## config.mk

```make
export PLATFORM = sky130hd
export DESIGN_NAME = vec_lane_sequencer
export DESIGN_NICKNAME = d
export VERILOG_FILES = /design/src/rtl/vec_lane_sequencer_pkg.sv /design/src/rtl/vec_lane_alu.sv /design/src/rtl/vec_lane_sequencer.sv
export SDC_FILE = /design/constraint.sdc
export NUM_CORES = 1
export LEC_CHECK = 0
export ABC_CLOCK_PERIOD_IN_PS = 10850
export CAP_MARGIN = 25
export CORE_MARGIN = 4
export CORE_UTILIZATION = 45
export CTS_CLUSTER_DIAMETER = 40
export DETAILED_ROUTE_END_ITERATION = 8
export GPL_TIMING_DRIVEN = 0
export PLACE_DENSITY_LB_ADDON = 0.05
export SLEW_MARGIN = 30
export SYNTH_ARGS = -nofsm -noshare
export SYNTH_HDL_FRONTEND = slang
export SYNTH_SLANG_ARGS = --single-unit
```

## constraint.sdc

```tcl
create_clock -name I_CLOCK -period 10.85 [get_ports I_CLOCK]
set_clock_uncertainty 0.1 [all_clocks]
set_input_delay 1.085 -clock I_CLOCK [delete_from_list [all_inputs] [get_ports I_CLOCK]]
set_output_delay 1.085 -clock I_CLOCK [all_outputs]
set_load 0.005 [all_outputs]
```

## src/rtl/vec_lane_sequencer_pkg.sv

```systemverilog
// Shared opcodes, widths and sequencer state encoding for the vector lane sequencer.
// Opcode values mirror the pipeline's global opcode map.
package vec_lane_sequencer_pkg;

    localparam int OPCODE_WIDTH  = 8;
    localparam int VREG_ID_WIDTH = 6;

    localparam logic [OPCODE_WIDTH-1:0] OP_ADD_D     = 8'h01;
    localparam logic [OPCODE_WIDTH-1:0] OP_VADD      = 8'h20;
    localparam logic [OPCODE_WIDTH-1:0] OP_VMOV      = 8'h21;
    localparam logic [OPCODE_WIDTH-1:0] OP_VMOVI     = 8'h22;
    localparam logic [OPCODE_WIDTH-1:0] OP_VCOMPMOV  = 8'h23;
    localparam logic [OPCODE_WIDTH-1:0] OP_VCOMPMOVI = 8'h24;

    typedef enum logic [1:0] {
        VSEQ_IDLE = 2'b00,
        VSEQ_RUN  = 2'b01,
        VSEQ_DONE = 2'b10
    } vseq_state_e;

    function automatic logic is_vec_op(input logic [OPCODE_WIDTH-1:0] op);
        case (op)
            OP_VADD, OP_VMOV, OP_VMOVI, OP_VCOMPMOV, OP_VCOMPMOVI: is_vec_op = 1'b1;
            default:                                               is_vec_op = 1'b0;
        endcase
    endfunction

    // Compare-move ops touch a single lane and finish after one RUN cycle.
    function automatic logic is_comp_op(input logic [OPCODE_WIDTH-1:0] op);
        case (op)
            OP_VCOMPMOV, OP_VCOMPMOVI: is_comp_op = 1'b1;
            default:                   is_comp_op = 1'b0;
        endcase
    endfunction

endpackage

```

## src/rtl/vec_lane_alu.sv

```systemverilog
// Combinational single-lane ALU shared by every lane of a vector op.
module vec_lane_alu
    import vec_lane_sequencer_pkg::*;
#(
    parameter int LANE_W = 16
) (
    input  logic [OPCODE_WIDTH-1:0] opcode,
    input  logic [LANE_W-1:0]       a,
    input  logic [LANE_W-1:0]       b,
    input  logic [LANE_W-1:0]       imm,
    output logic [LANE_W-1:0]       result
);

    // Lane result select; carry out of VADD is intentionally dropped.
    always_comb begin
        result = {LANE_W{1'b0}};
        case (opcode)
            OP_VADD:      result = a + b;
            OP_VMOV:      result = a;
            OP_VMOVI:     result = imm;
            OP_VCOMPMOV:  result = b;
            OP_VCOMPMOVI: result = imm;
            default:      result = {LANE_W{1'b0}};
        endcase
    end

endmodule

```

## src/rtl/vec_lane_sequencer.sv

```systemverilog
// EX-stage vector op sequencer: runs one vector instruction lane by lane through a shared ALU.
// Optional macro VEC_LANE_PAIR_EN adds a second ALU so two lanes complete per cycle.
module vec_lane_sequencer
    import vec_lane_sequencer_pkg::*;
#(
    parameter int LANES  = 4,
    parameter int LANE_W = 16
) (
    input  logic                         I_CLOCK,
    input  logic                         I_RESET,
    input  logic                         I_Valid,
    input  logic [OPCODE_WIDTH-1:0]      I_Opcode,
    input  logic [VREG_ID_WIDTH-1:0]     I_DestVRegIdx,
    input  logic [LANES*LANE_W-1:0]      I_VecSrc1Value,
    input  logic [LANES*LANE_W-1:0]      I_VecSrc2Value,
    input  logic [LANE_W-1:0]            I_Imm,
    input  logic [$clog2(LANES)-1:0]     I_Idx,
    input  logic                         I_GPUStallSignal,
    output logic                         O_Ready,
    output logic                         O_Valid,
    output logic [VREG_ID_WIDTH-1:0]     O_DestVRegIdx,
    output logic [LANES*LANE_W-1:0]      O_VecDestValue,
    output logic                         O_VRegWEn,
    output logic                         O_Busy
);

    localparam int VEC_W     = LANES * LANE_W;
    localparam int LANE_ID_W = $clog2(LANES);
`ifdef VEC_LANE_PAIR_EN
    localparam int LANE_STEP = 2;
`else
    localparam int LANE_STEP = 1;
`endif
    localparam logic [LANE_ID_W-1:0] LAST_LANE = LANE_ID_W'(LANES - LANE_STEP);
    localparam logic [LANE_ID_W-1:0] STEP      = LANE_ID_W'(LANE_STEP);

    vseq_state_e                state_r, state_nxt_s;
    logic [LANE_ID_W-1:0]       lane_r, lane_nxt_s;
    logic [VEC_W-1:0]           result_r, result_nxt_s;
    logic [VEC_W-1:0]           s1_r, s2_r;
    logic [LANE_W-1:0]          imm_r;
    logic [LANE_ID_W-1:0]       idx_r;
    logic [OPCODE_WIDTH-1:0]    op_r;
    logic [VREG_ID_WIDTH-1:0]   dest_r;
    logic                       ready_r, valid_r, busy_r;
    logic                       accept_s, comp_s;
    logic [LANE_W-1:0]          alu_b0_s, alu_y0_s;

    assign comp_s   = is_comp_op(op_r);
    // Compare-move takes its lane value from source 2 lane 0 regardless of target lane.
    assign alu_b0_s = comp_s ? s2_r[LANE_W-1:0] : s2_r[lane_r*LANE_W +: LANE_W];

    vec_lane_alu #(.LANE_W(LANE_W)) u_alu0 (
        .opcode (op_r),
        .a      (s1_r[lane_r*LANE_W +: LANE_W]),
        .b      (alu_b0_s),
        .imm    (imm_r),
        .result (alu_y0_s)
    );

`ifdef VEC_LANE_PAIR_EN
    logic [LANE_ID_W-1:0] lane_hi_s;
    logic [LANE_W-1:0]    alu_y1_s;

    assign lane_hi_s = lane_r + LANE_ID_W'(1);

    vec_lane_alu #(.LANE_W(LANE_W)) u_alu1 (
        .opcode (op_r),
        .a      (s1_r[lane_hi_s*LANE_W +: LANE_W]),
        .b      (s2_r[lane_hi_s*LANE_W +: LANE_W]),
        .imm    (imm_r),
        .result (alu_y1_s)
    );
`endif

    // Next-state, lane counter and result assembly.
    always_comb begin
        state_nxt_s  = state_r;
        lane_nxt_s   = lane_r;
        result_nxt_s = result_r;
        accept_s     = 1'b0;
        case (state_r)
            VSEQ_IDLE: begin
                if (I_Valid && is_vec_op(I_Opcode)) begin
                    accept_s     = 1'b1;
                    lane_nxt_s   = {LANE_ID_W{1'b0}};
                    result_nxt_s = is_comp_op(I_Opcode) ? I_VecSrc1Value : {VEC_W{1'b0}};
                    state_nxt_s  = VSEQ_RUN;
                end else begin
                    state_nxt_s  = VSEQ_IDLE;
                end
            end
            VSEQ_RUN: begin
                if (comp_s) begin
                    result_nxt_s[idx_r*LANE_W +: LANE_W] = alu_y0_s;
                    lane_nxt_s  = {LANE_ID_W{1'b0}};
                    state_nxt_s = VSEQ_DONE;
                end else begin
                    result_nxt_s[lane_r*LANE_W +: LANE_W] = alu_y0_s;
`ifdef VEC_LANE_PAIR_EN
                    result_nxt_s[lane_hi_s*LANE_W +: LANE_W] = alu_y1_s;
`endif
                    if (lane_r == LAST_LANE) begin
                        lane_nxt_s  = {LANE_ID_W{1'b0}};
                        state_nxt_s = VSEQ_DONE;
                    end else begin
                        lane_nxt_s  = lane_r + STEP;
                        state_nxt_s = VSEQ_RUN;
                    end
                end
            end
            VSEQ_DONE: begin
                if (!I_GPUStallSignal) begin
                    state_nxt_s = VSEQ_IDLE;
                end else begin
                    state_nxt_s = VSEQ_DONE;
                end
            end
            default: begin
                lane_nxt_s  = {LANE_ID_W{1'b0}};
                state_nxt_s = VSEQ_IDLE;
            end
        endcase
    end

    // Control state plus handshake outputs, registered from the next state.
    always_ff @(negedge I_CLOCK or posedge I_RESET) begin
        if (I_RESET) begin
            state_r  <= VSEQ_IDLE;
            lane_r   <= {LANE_ID_W{1'b0}};
            result_r <= {VEC_W{1'b0}};
            ready_r  <= 1'b1;
            valid_r  <= 1'b0;
            busy_r   <= 1'b0;
        end else begin
            state_r  <= state_nxt_s;
            lane_r   <= lane_nxt_s;
            result_r <= result_nxt_s;
            ready_r  <= (state_nxt_s == VSEQ_IDLE);
            valid_r  <= (state_nxt_s == VSEQ_DONE);
            busy_r   <= (state_nxt_s != VSEQ_IDLE);
        end
    end

    // Operand capture; held for the whole op so DE may change its outputs freely.
    always_ff @(negedge I_CLOCK or posedge I_RESET) begin
        if (I_RESET) begin
            s1_r   <= {VEC_W{1'b0}};
            s2_r   <= {VEC_W{1'b0}};
            imm_r  <= {LANE_W{1'b0}};
            idx_r  <= {LANE_ID_W{1'b0}};
            op_r   <= {OPCODE_WIDTH{1'b0}};
            dest_r <= {VREG_ID_WIDTH{1'b0}};
        end else if (accept_s) begin
            s1_r   <= I_VecSrc1Value;
            s2_r   <= I_VecSrc2Value;
            imm_r  <= I_Imm;
            idx_r  <= I_Idx;
            op_r   <= I_Opcode;
            dest_r <= I_DestVRegIdx;
        end
    end

    assign O_Ready        = ready_r;
    assign O_Valid        = valid_r;
    assign O_VRegWEn      = valid_r;
    assign O_Busy         = busy_r;
    assign O_DestVRegIdx  = dest_r;
    assign O_VecDestValue = result_r;

endmodule

```

==> results.toml <==
[global_routing]
met2_usage_pct = 46.3
grt_use_met3_pct = 6.69
gr-usage-all-layers_pct = 28.8
grt_antenna_before_repair = 1
grt_remaining_overflow = 0
grt_max_degree = 30
gr-usage-met1_pct = 38.7
grt_pass1_wl_mm = 63.2
grt_busiest_layer = "met2"
grt_pass1_vias = 10600

[sta]
report.final.slew_viol_count = 0
worst_pin_slew_ns = 0.971
maxSlewHeadroom_pct = 34.8
setup_ws_ns = 1.64
setup_viol_count_final = 0
fin_setup_tns_ns = 0
rsz0062_at_grt = "no"
hold_violations = 0

[worst_setup_path]
end_kind = "register"
critPathRequiredTime_ns = 5.69
worstPathArrival_ns = 4.05
ff2ff_setup_slack_ns = 4.53
start_kind = "input pin"
crit_type = "in2reg"
ff2ff_path_depth = 15
reg2reg_to = "O_VecDestValue[45]"
cp_max_fo = 10
crit_path_start = "I_Opcode[5]"
timing.rr.start = "lane_r[1]"
crit_path_end = "s1_r[54]"

[outcome]
status = "finished, final reports clean"

[power_and_ir_drop]
power_frac_comb_pct = 37.0
vdd_drop_max_uv = 169
p_seq_share_pct = 31.0
pwr-share-clk_pct = 32.0
swShare_pct = 35.1
p_per_area_nw_per_um2 = 241
p_leak_nw = 7.00
fin_total_pwr_mw = 3.89
p_int_mw = 2.52
switchingPower_mw = 1.36

[clocking]
cts_buffers = 39
holdBufCountCts = 0
h-tree-depth = 2
tritoncts = "yes"
cts-root-buf = "clkbuf_16"
cts_setup_buffers = 0
cts_sinks = 231
clock_latency_ns = 0.53
cts_buffer_depth = 3
cts_resized = 0
clk_pin_slew_ns = 0.04

[detailed_routing]
dr_total_vias = 10000
avgViaCountPerCell = 5.90
wirelength_mm = 42.0
ant_nets = 0
drt_iter0_drc = 739
firstDrtPassIters = 5
drc = 0
wl_per_cell_microns = 24.8

[synthesis]
synth_top_area_share_pct = 48.8
syn-num-nets = 1233
async_flop_share_pct = 100
yosys-top-cells-area = "dfrtn_1 49%, mux2_2 17%, a21oi_1 3.8%, mux4_2 3.4%, nor2_1 2.8%"
synth_area_sq_um = 11800
synthCells = 1045
ys_ff_latch = 231
synth-main-ff-cell = "dfrtn_1"
syn_avg_cell_area_sq_um = 11.3
synth_edf_count = 0
yosys.cell_types.count = 77
synth_top_cell_by_area = "dfrtn_1"
yosysWarningCount = 0
synth-seq-area-share_pct = 49.0

[cells_and_area]
area_growth_pct = 36.6
antenna_cells = 0
fin_util_pct = 62.2
nNetsFinal = 1521
drive_above_1_share_pct = 22.3
final_area_sq_um = 16100

[die]
floorplan.rows = 59
die-area_sq_um = 28900
initial_core_util_pct = 45.6
core_area_sq_um = 25900
die_w_microns = 170
pin_count = 238
die_h_microns = 170

[placement]
io_buffer_count = 237
hpwl_mm = 30.8
place_congestion = 0.951
place_ws_ns = 1.09
dpl_cell_area_sq_um = 14800

[run]
drv_cap = 0

[hold_path]
hold_path.class = "reg2reg"
## cell type report
type,count,area (sq um)
inverters,13,52.6
plain buffers,69,293
clock buffers,43,1000
clock inverters,28,313
multi-input cells,731,5690
fillers,2167,9780
repair buffers,247,2580
well taps,335,419
flip-flops and latches,231,5780
## how the worst min path moves through the flow
stage | start | endpoint | slack, ns | cells after the start
floorplan | op_r[5] | op_r[5] | 0.30 | 1
global placement | op_r[5] | op_r[5] | 0.32 | 1
detailed placement | op_r[5] | op_r[5] | 0.33 | 1
CTS | O_VecDestValue[16] | O_VecDestValue[16] | 0.33 | 2
global route | op_r[5] | op_r[5] | 0.36 | 1
finish | O_VecDestValue[16] | O_VecDestValue[16] | 0.33 | 2
## cells in the final DEF (no fill, tap or decap), types with 7 or more instances in the layout
| cell | Yosys | routed |
|---|---|---|
| clkinv_2 | 0 | 11 |
| a22oi_1 | 9 | 9 |
| clkdlybuf4s50_1 | 0 | 237 |
| nor2_1 | 89 | 89 |
| a211oi_1 | 8 | 8 |
| buf_2 | 12 | 13 |
| nand2_1 | 59 | 59 |
| clkbuf_1 | 47 | 50 |
| clkbuf_16 | 0 | 39 |
| o21a_1 | 8 | 8 |
| mux4_2 | 18 | 18 |
| and3_1 | 15 | 15 |
| inv_1 | 12 | 11 |
| a21o_1 | 11 | 11 |
| a221oi_1 | 8 | 8 |
| nand3_1 | 13 | 13 |
| o22ai_1 | 23 | 23 |
| ha_1 | 23 | 23 |
| o21ai_0 | 53 | 52 |
| a221o_1 | 7 | 7 |
| mux2i_1 | 11 | 11 |
| mux2_2 | 174 | 174 |
| dfrtn_1 | 230 | 230 |
| a21oi_1 | 89 | 89 |
| nor2b_1 | 10 | 10 |
## cell usage after synthesis (12+ instances only)
master / count
a21oi_1: 89
and3_1: 15
buf_2: 12
clkbuf_1: 47
dfrtn_1: 230
ha_1: 23
inv_1: 12
mux2_2: 174
mux4_2: 18
nand2_1: 59
nand3_1: 13
nor2_1: 89
o21ai_0: 53
o22ai_1: 23
## state kept, by name (all words and copies together), names as in the netlist
| register | count |
|---|---|
| lane_r | 2 |
| O_VRegWEn | 1 |
| imm_r | 16 |
| O_Busy | 1 |
| op_r | 8 |
| O_VecDestValue | 64 |
| s1_r | 64 |
| O_DestVRegIdx | 6 |
| O_Ready | 1 |
| idx_r | 2 |
| state_r | 2 |
| s2_r | 64 |
## routing by layer
layer	up-vias	part of all wire, %
met5	-	0.031
met4	2	3.3
met3	105	8.7
met2	437	47
met1	5013	41
li1	4447	-
## metrics by stage
stage               cells  hold WS, ns
finish               1697        0.329
global route         1697        0.356
CTS                  1697        0.330
detailed placement   1627        0.330
global placement     1617        0.317
floorplan            1045        0.301
## worst max-delay path, cell delays in order
cell and delay [ns]:
clkdlybuf4s50_1 0.46, nor3b_1 0.35, nand4_1 0.27, nor2_1 0.32
clkbuf_1 0.38, clkbuf_1 0.77, mux2_2 0.41
## power by group through the flow
stage	sequential (mW)	combinational (mW)	clock [mW]
detailed placement	1.21	1.42	0.00115
global placement	1.21	1.40	0.00115
finish	1.20	1.44	1.24
global route	1.22	1.56	1.30
floorplan	1.18	0.861	0.00115
CTS	1.20	1.43	1.26
## logic make-up after synthesis
family | synth area share (%)
buffers and inverters | 2.93
adders and majority gates | 2.61
AOI/OAI and AO/OA | 14.4
and+or+nand+nor | 9.66
muxes | 21.0
DFF | 49.0
xor gates and xnor gates | 0.445
Note: power is estimated with default switching activity, not from simulation.
